File: config.mk
export PLATFORM = sky130hd
export DESIGN_NAME = mem_master_flat
export DESIGN_NICKNAME = d
export VERILOG_FILES = /design/src/rtl/cpu_mem_pkg.sv /design/src/rtl/mem_master_if.sv /design/src/rtl/mem_master.sv /design/src/flat_wrapper.sv
export SDC_FILE = /design/constraint.sdc
export NUM_CORES = 1
export LEC_CHECK = 0
export CAP_MARGIN = 20
export CORE_ASPECT_RATIO = 0.75
export CORE_UTILIZATION = 45
export DETAILED_ROUTE_END_ITERATION = 7
export PLACE_DENSITY = 0.79
export SYNTH_ARGS = -nofsm -noshare
export SYNTH_HDL_FRONTEND = slang
export SYNTH_SLANG_ARGS = --single-unit
export TNS_END_PERCENT = 20
File: constraint.sdc
create_clock -name clk -period 2.1 [get_ports clk]
set_clock_uncertainty 0.05 [all_clocks]
set_input_delay 0.42 -clock clk [delete_from_list [all_inputs] [get_ports clk]]
set_output_delay 0.42 -clock clk [all_outputs]
set_load 0.02 [all_outputs]
File: src/rtl/cpu_mem_pkg.sv
// rtl/cpu_mem_pkg.sv - shared widths and access state type for the byte-wide memory master
package cpu_mem_pkg;

  localparam int ADDR_W = 16;
  localparam int BYTE_W = 8;
  localparam int WORD_W = 16;

  typedef enum logic [1:0] {
    IDLE = 2'd0,
    ACC0 = 2'd1,
    ACC1 = 2'd2,
    RESP = 2'd3
  } mem_state_t;

endpackage

File: src/rtl/mem_master_if.sv
// rtl/mem_master_if.sv - core request/response handshake plus byte-wide memory port
interface mem_master_if;
  import cpu_mem_pkg::*;

  logic              req_valid;
  logic              req_ready;
  logic              req_write;
  logic              req_word;
  logic [ADDR_W-1:0] req_addr;
  logic [WORD_W-1:0] req_wdata;

  logic              resp_valid;
  logic              resp_ready;
  logic [WORD_W-1:0] resp_rdata;

  logic [ADDR_W-1:0] mem_address;
  logic [BYTE_W-1:0] mem_writeData;
  logic              mem_writeEnable;
  logic [BYTE_W-1:0] mem_readData;

  modport master (
    input  req_valid, req_write, req_word, req_addr, req_wdata,
    input  resp_ready, mem_readData,
    output req_ready, resp_valid, resp_rdata,
    output mem_address, mem_writeData, mem_writeEnable
  );

  modport slave (
    output req_valid, req_write, req_word, req_addr, req_wdata,
    output resp_ready, mem_readData,
    input  req_ready, resp_valid, resp_rdata,
    input  mem_address, mem_writeData, mem_writeEnable
  );

endinterface

File: src/rtl/mem_master.sv
// rtl/mem_master.sv - splits 8/16-bit core accesses into little-endian byte cycles on an 8-bit memory
module mem_master
  import cpu_mem_pkg::*;
(
  input  logic         clk,
  input  logic         rst_n,
  mem_master_if.master bus
);

  mem_state_t        state;
  mem_state_t        state_next;

  logic              write_q;
  logic              word_q;
  logic [BYTE_W-1:0] wdata_hi_q;
  logic [ADDR_W-1:0] addr_q;
  logic [BYTE_W-1:0] wbyte_q;
  logic [WORD_W-1:0] rdata_q;

  logic              req_ready_c;
  logic              resp_valid_c;
  logic              we_c;

  always_ff @(posedge clk or negedge rst_n) begin
    if (!rst_n) begin
      state <= IDLE;
    end else begin
      state <= state_next;
    end
  end

  always_comb begin
    state_next = state;
    case (state)
      IDLE: if (bus.req_valid) state_next = ACC0;
      ACC0: state_next = word_q ? ACC1 : RESP;
      ACC1: state_next = RESP;
      RESP: if (bus.resp_ready) state_next = IDLE;
      default: state_next = IDLE;
    endcase
  end

  always_comb begin
    req_ready_c  = 1'b0;
    resp_valid_c = 1'b0;
    we_c         = 1'b0;
    case (state)
      IDLE:       req_ready_c  = 1'b1;
      ACC0, ACC1: we_c         = write_q;
      RESP:       resp_valid_c = 1'b1;
      default:    req_ready_c  = 1'b0;
    endcase
  end

  // Address/data are registered one cycle ahead so they are valid for the whole byte cycle
  // and simply hold their last value once the access is over.
  always_ff @(posedge clk or negedge rst_n) begin
    if (!rst_n) begin
      write_q    <= 1'b0;
      word_q     <= 1'b0;
      wdata_hi_q <= '0;
      addr_q     <= '0;
      wbyte_q    <= '0;
      rdata_q    <= '0;
    end else begin
      case (state)
        IDLE: begin
          if (bus.req_valid) begin
            write_q    <= bus.req_write;
            word_q     <= bus.req_word;
            wdata_hi_q <= bus.req_wdata[WORD_W-1:BYTE_W];
            addr_q     <= bus.req_addr;
            wbyte_q    <= bus.req_wdata[BYTE_W-1:0];
            rdata_q    <= '0;
          end
        end
        ACC0: begin
          if (!write_q) rdata_q[BYTE_W-1:0] <= bus.mem_readData;
          if (word_q) begin
            addr_q  <= addr_q + ADDR_W'(1);
            wbyte_q <= wdata_hi_q;
          end
        end
        ACC1: begin
          if (!write_q) rdata_q[WORD_W-1:BYTE_W] <= bus.mem_readData;
        end
        default: begin
        end
      endcase
    end
  end

  assign bus.req_ready       = req_ready_c;
  assign bus.resp_valid      = resp_valid_c;
  assign bus.resp_rdata      = rdata_q;
  assign bus.mem_address     = addr_q;
  assign bus.mem_writeData   = wbyte_q;
  assign bus.mem_writeEnable = we_c;

endmodule

File: src/flat_wrapper.sv
// flat-port wrapper written by rule: the top's interface ports become plain ports
module mem_master_flat import cpu_mem_pkg::*;
  (clk, rst_n, bus_req_valid, bus_req_write, bus_req_word, bus_req_addr, bus_req_wdata, bus_resp_ready, bus_mem_readData, bus_req_ready, bus_resp_valid, bus_resp_rdata, bus_mem_address, bus_mem_writeData, bus_mem_writeEnable);
  mem_master_if bus_i ();
  input  logic clk;
  input  logic rst_n;
  input wire logic [$bits(bus_i.req_valid)-1:0] bus_req_valid;
  input wire logic [$bits(bus_i.req_write)-1:0] bus_req_write;
  input wire logic [$bits(bus_i.req_word)-1:0] bus_req_word;
  input wire logic [$bits(bus_i.req_addr)-1:0] bus_req_addr;
  input wire logic [$bits(bus_i.req_wdata)-1:0] bus_req_wdata;
  input wire logic [$bits(bus_i.resp_ready)-1:0] bus_resp_ready;
  input wire logic [$bits(bus_i.mem_readData)-1:0] bus_mem_readData;
  output wire logic [$bits(bus_i.req_ready)-1:0] bus_req_ready;
  output wire logic [$bits(bus_i.resp_valid)-1:0] bus_resp_valid;
  output wire logic [$bits(bus_i.resp_rdata)-1:0] bus_resp_rdata;
  output wire logic [$bits(bus_i.mem_address)-1:0] bus_mem_address;
  output wire logic [$bits(bus_i.mem_writeData)-1:0] bus_mem_writeData;
  output wire logic [$bits(bus_i.mem_writeEnable)-1:0] bus_mem_writeEnable;
  assign bus_i.req_valid = bus_req_valid;
  assign bus_i.req_write = bus_req_write;
  assign bus_i.req_word = bus_req_word;
  assign bus_i.req_addr = bus_req_addr;
  assign bus_i.req_wdata = bus_req_wdata;
  assign bus_i.resp_ready = bus_resp_ready;
  assign bus_i.mem_readData = bus_mem_readData;
  assign bus_req_ready = bus_i.req_ready;
  assign bus_resp_valid = bus_i.resp_valid;
  assign bus_resp_rdata = bus_i.resp_rdata;
  assign bus_mem_address = bus_i.mem_address;
  assign bus_mem_writeData = bus_i.mem_writeData;
  assign bus_mem_writeEnable = bus_i.mem_writeEnable;
  mem_master u_core (.clk(clk), .rst_n(rst_n), .bus(bus_i));
endmodule
Word-level counts from Yosys, hierarchy flattened:

Cells that the tools add are included.

* bits of input ports: 46
* word-level logic and storage cells: 43
* bits in registers: 52
* output and inout bits: 43

* equal/unequal tests: 8
* add/subtract/negate cells: 1
* multiplexer cells: 17
* reduce and logical (&&, ||, !) cells: 9

Operator list (number)
* 16-bit 2-to-1 mux: 3
* 8-bit case mux with 2 select lines: 3
* 16-bit case mux with 2 select lines: 1
* 8-bit 2-to-1 mux: 3
* 16-bit by 1-bit adder with 16-bit output, second input constant: 1
* 3-bit AND reduction: 3
* 2-bit inequality test, second input constant: 4
* 2-bit case mux with 4 select lines: 1
* 2-bit == test, second input constant: 2
* 1-bit 2-to-1 mux: 4
* 2-bit 2-to-1 mux: 2
* 2-bit AND reduction: 2
* 2-bit nonzero test: 2
* 2-bit by 1-bit == test with 1-bit output, second input constant: 1
* 2-bit logical NOT: 1
* 2-bit by 1-bit inequality test with 1-bit output, second input constant: 1
* 2-bit OR reduction: 1

Depth between registers and ports, before layout:

* depth in word-level cells: 3
* depth in mapped cells: 9

Least setup slack after synthesis:

Ideal clock, no wire load.

* path type: register to register
* start point: register u_core.state[0]
* end point: register u_core.addr_q[13], in the netlist u_core.bus.mem_address[13]
* stages on the path, launching flop included: 9
* required time: 1.923 ns
* arrival time: 1.857 ns
* setup time: 0.127 ns
* clock period less this slack: 2.034 ns
* path slack: 0.066 ns
* path buffers: 2
* cell sequence: dfrtp_1 -> inv_1 -> ha_1 -> mux2_4 -> and2_4 -> buf_6 -> buf_6 -> o22ai_1 -> nor3_2

* longest elaborated chain between the ends: 3
* elaborated cells between the ends (all ways): 7

RTL lines
* start, declared: RTL line mem_master.sv:10 `mem_state_t state;`
* start signal, assigned: RTL line mem_master.sv:28 `state <= state_next;`
* 2-bit by 1-bit == test with 1-bit output or 2-bit logical NOT (tied branches): RTL line mem_master.sv:66 `case (state)`
* 2-bit by 1-bit inequality test with 1-bit output (no source line) (tied with other cells)
* 3-bit AND reduction (no source line)
* end signal, assigned: RTL line mem_master.sv:72 `addr_q <= bus.req_addr;`
* end signal, assigned: RTL line mem_master.sv:80 `addr_q <= addr_q + ADDR_W'(1);`
* end, declared: RTL line mem_master.sv:16 `logic [ADDR_W-1:0] addr_q;`

Parallel ways exist; a longest one is shown, timed or not.
A chain may end at the register's enable or synchronous reset.

Worst setup path after layout:

* start point: register u_core.state[0]
* end point: output port bus_mem_writeEnable

* longest elaborated chain between the ends: 3
* elaborated cells between the ends (all ways): 4

RTL lines
* 2-bit by 1-bit == test with 1-bit output or 2-bit == test (tied branches): RTL line mem_master.sv:47 `case (state)`
* 2-bit OR reduction (*): RTL line mem_master.sv:47
* 1-bit 2-to-1 mux (*): RTL line mem_master.sv:47
* end, declared: RTL line flat_wrapper.sv:19 `output wire logic [$bits(bus_i.mem_writeEnable)-1:0] bus_mem_writeEnable;`

Every way passes the cells marked *; elsewhere a longest branch is shown, timed or not.

==> metrics.txt <==
min-delay worst type in2async; Max FO, Critical Path 4; Starting Density between 40% and 50%; Yosys cell types 39; met2 Use GR a little over a third; Routed WL between 6 and 7 mm; htree depth 2; top-area cell type share of the netlist area between 40% and 50%; main area contributors after synthesis dfrtp_1 (50%), nand2_1 (8.2%), o21ai_0 (5.6%); top cells by count, synth nand2_1 (57), dfrtp_1 (52), o21ai_0 (29); Sink Count 52; CP Launch Type register; register area 1300 um2; 1st-iter DRT viols 128; EDFF count, synth 0; clk buf depth 2; Mapped Cells between 200 and 300; Setup Fix Bufs, Post-CTS 0; drt first pass iters 4; fin crit period about 2.0 ns; post-synth top area cell dfrtp_1; Ys Warns 0; worst skew pair latency around 0.31 ns; R2R Path Start u_core.state[0]$_DFFE_PN0P_; Filler Cells Inserted 434; Die ar. ~6100 um2; Max VDD drop 677 uV; Final period util a little over nine tenths; Critical path origin u_core.state[0]$_DFFE_PN0P_; initial antenna violation count 0; Syn Std Cell Area about 2600 um2; GRT Resource Usage Total ~22%; routability congestion estimate between 0.8 and 0.9; TritonCTS clock tree done; Final setup viols 0; Top-Level Pins slightly below 90; Leakage about 0.0015 uW; Layout area overhead 41.4%; met1 GRT Util 28.5%; DR DRC count 0; status finished, final reports clean; #FFs+latches synth 52; layout cell share with drive strength beyond 1 10.6%; Required @ worst endpoint around 1.6 ns; vias per std cell between 5 and 6; Post-Route Utilization roughly two thirds; slew at the pin closest to its max-slew limit roughly 0.53 ns; final global-route overflow total 0; f_max between 400 and 500 MHz; WP data arrival around 1.5 ns; RSZ-0062 raised after global routing true; core box area 5470 um2; asr flop ratio synth 100%; gr busiest metal met2; Post-DP HPWL approximately 4.7 mm; Antenna Cells 0; count of input and output buffers 88; setup TNS 0 ns; average wire per standard cell approximately 15 um; met3 Track Usage GR around 5.3%; Crit Path Class reg2out; Finished Layout Cells 433; Nets between 400 and 500; via count 2311; Syn Area/Cell slightly below 10 um2; Synth Net Count about 320; largest net degree at the start of global routing 32; first-pass GRT wire length about 10 mm; pwr dens around 1500 nW/um2; clk slew on worst S/H paths roughly 0.10 ns; relative slew slack 64.4%; max_cap viols 0; hold_buf cts 0; CTS Buf Count 5; Final ANT Viol Nets 0; CP Capture Type output port; Die Height 68 um; register area share after synthesis between 40% and 50%; Top FF cell, synth dfrtp_1; clk root buf clkbuf_8; vias in the first global route ~2200; multi-input logic area between 1000 and 1500 um2; endpoints failing hold 0; Core Rows 23; count leader, synth nand2_1; overall power between 5000 and 6000 uW; chip width about 90 um; Final Max Slew Viols 0; Placed Cells ~430
timing repair:
item | CTS | global route
setup endpoints to repair | 2 | 3
pin swaps | 0 | 0
gates resized for setup | 2 | 3
layout by cell type (no fill, tap or decap), types with 7 or more instances in the layout:
| cell type | instances |
|---|---|
| nor2_1 | 7 |
| nand2_1 | 57 |
| mux2i_1 | 10 |
| nand3_1 | 10 |
| o21ai_0 | 29 |
| buf_4 | 9 |
| dfrtp_1 | 52 |
| mux2_2 | 11 |
| clkdlybuf4s50_1 | 84 |
worst paths after layout:
path / end / slack (ns) / cells past startpoint
worst max-delay path: bus_mem_writeEnable / 0.09 / 4
worst min-delay path: u_core.bus.mem_address[4]$_DFFE_PN0P_ / 0.03 / 1
worst max register to register: u_core.bus.mem_address[15]$_DFFE_PN0P_ / 0.18 / 6
worst min register to register: u_core.bus.resp_rdata[10]$_DFFE_PN0P_ / 0.44 / 2
max in group asynchronous: u_core.bus.mem_address[6]$_DFFE_PN0P_ / 1.43 / 2
min in group clk: u_core.bus.resp_rdata[10]$_DFFE_PN0P_ / 0.44 / 2
state kept, by name, summed over array words and instances (netlist names):
name                      flops
u_core.bus.mem_writeData      8
u_core.write_q                1
u_core.bus.mem_address       16
u_core.wdata_hi_q             8
u_core.word_q                 1
u_core.state                  2
u_core.bus.resp_rdata        16
power breakdown:
part	internal [uW]	switching, uW	total [uW]	leakage [uW]
Combinational	1490	1670	3160	0.000847
Clock	270	337	607	0.0000516
Sequential	1460	421	1880	0.000645
Total	3220	2430	5650	0.00154
per-layer routing:
metal / up-vias / part of all wire [%]
met5: - / 0
li1: 1132 / -
met4: 0 / 0.79
met2: 78 / 46
met3: 5 / 6.9
met1: 1096 / 46
cells by family (layout without fill, tap and decap cells):
group                    after synthesis  count (layout)  share of synthesized area [%]
flip-flops                            52              52                           49.8
AND/OR/NAND/NOR                      108             108                           20.3
buffers and inverters                 20             112                           3.83
AO/OA/AOI/OAI                         59              59                           14.6
multiplexers                          22              22                           9.14
adder cells (fa/ha/maj)                5               5                           2.39
worst max-delay path, cell delays in order, from the launching register on:
cell and delay, ns:
dfrtp_1 0.40, inv_1 0.10, ha_1 0.32, and2_1 0.14
clkdlybuf4s15_1 0.28
final cells by class:
class | count | share of cell area, %
Timing Repair Buffer | 98 | 26.1
Sequential cell | 52 | 35.2
Multi-Input combinational cell | 194 | 32.9
Clock inverter | 2 | 0.372
Inverter | 6 | 0.609
Clock buffer | 6 | 2.23
Tap cell | 75 | 2.54
metrics by stage:
step | hold WS [ns] | instance area (um2) | worst slack, ns
4_1_cts | 0.0418 | 3690 | 0.0251
5_1_grt | 0.0615 | 3700 | -0.00966
6_report | 0.0310 | 3700 | 0.0909
3_3_place_gp | 0.381 | 3590 | 0.164
3_5_place_dp | 0.380 | 3590 | 0.132
2_1_floorplan | 0.0744 | 2610 | 0.0662
Power figures use the tool's default switching activity.
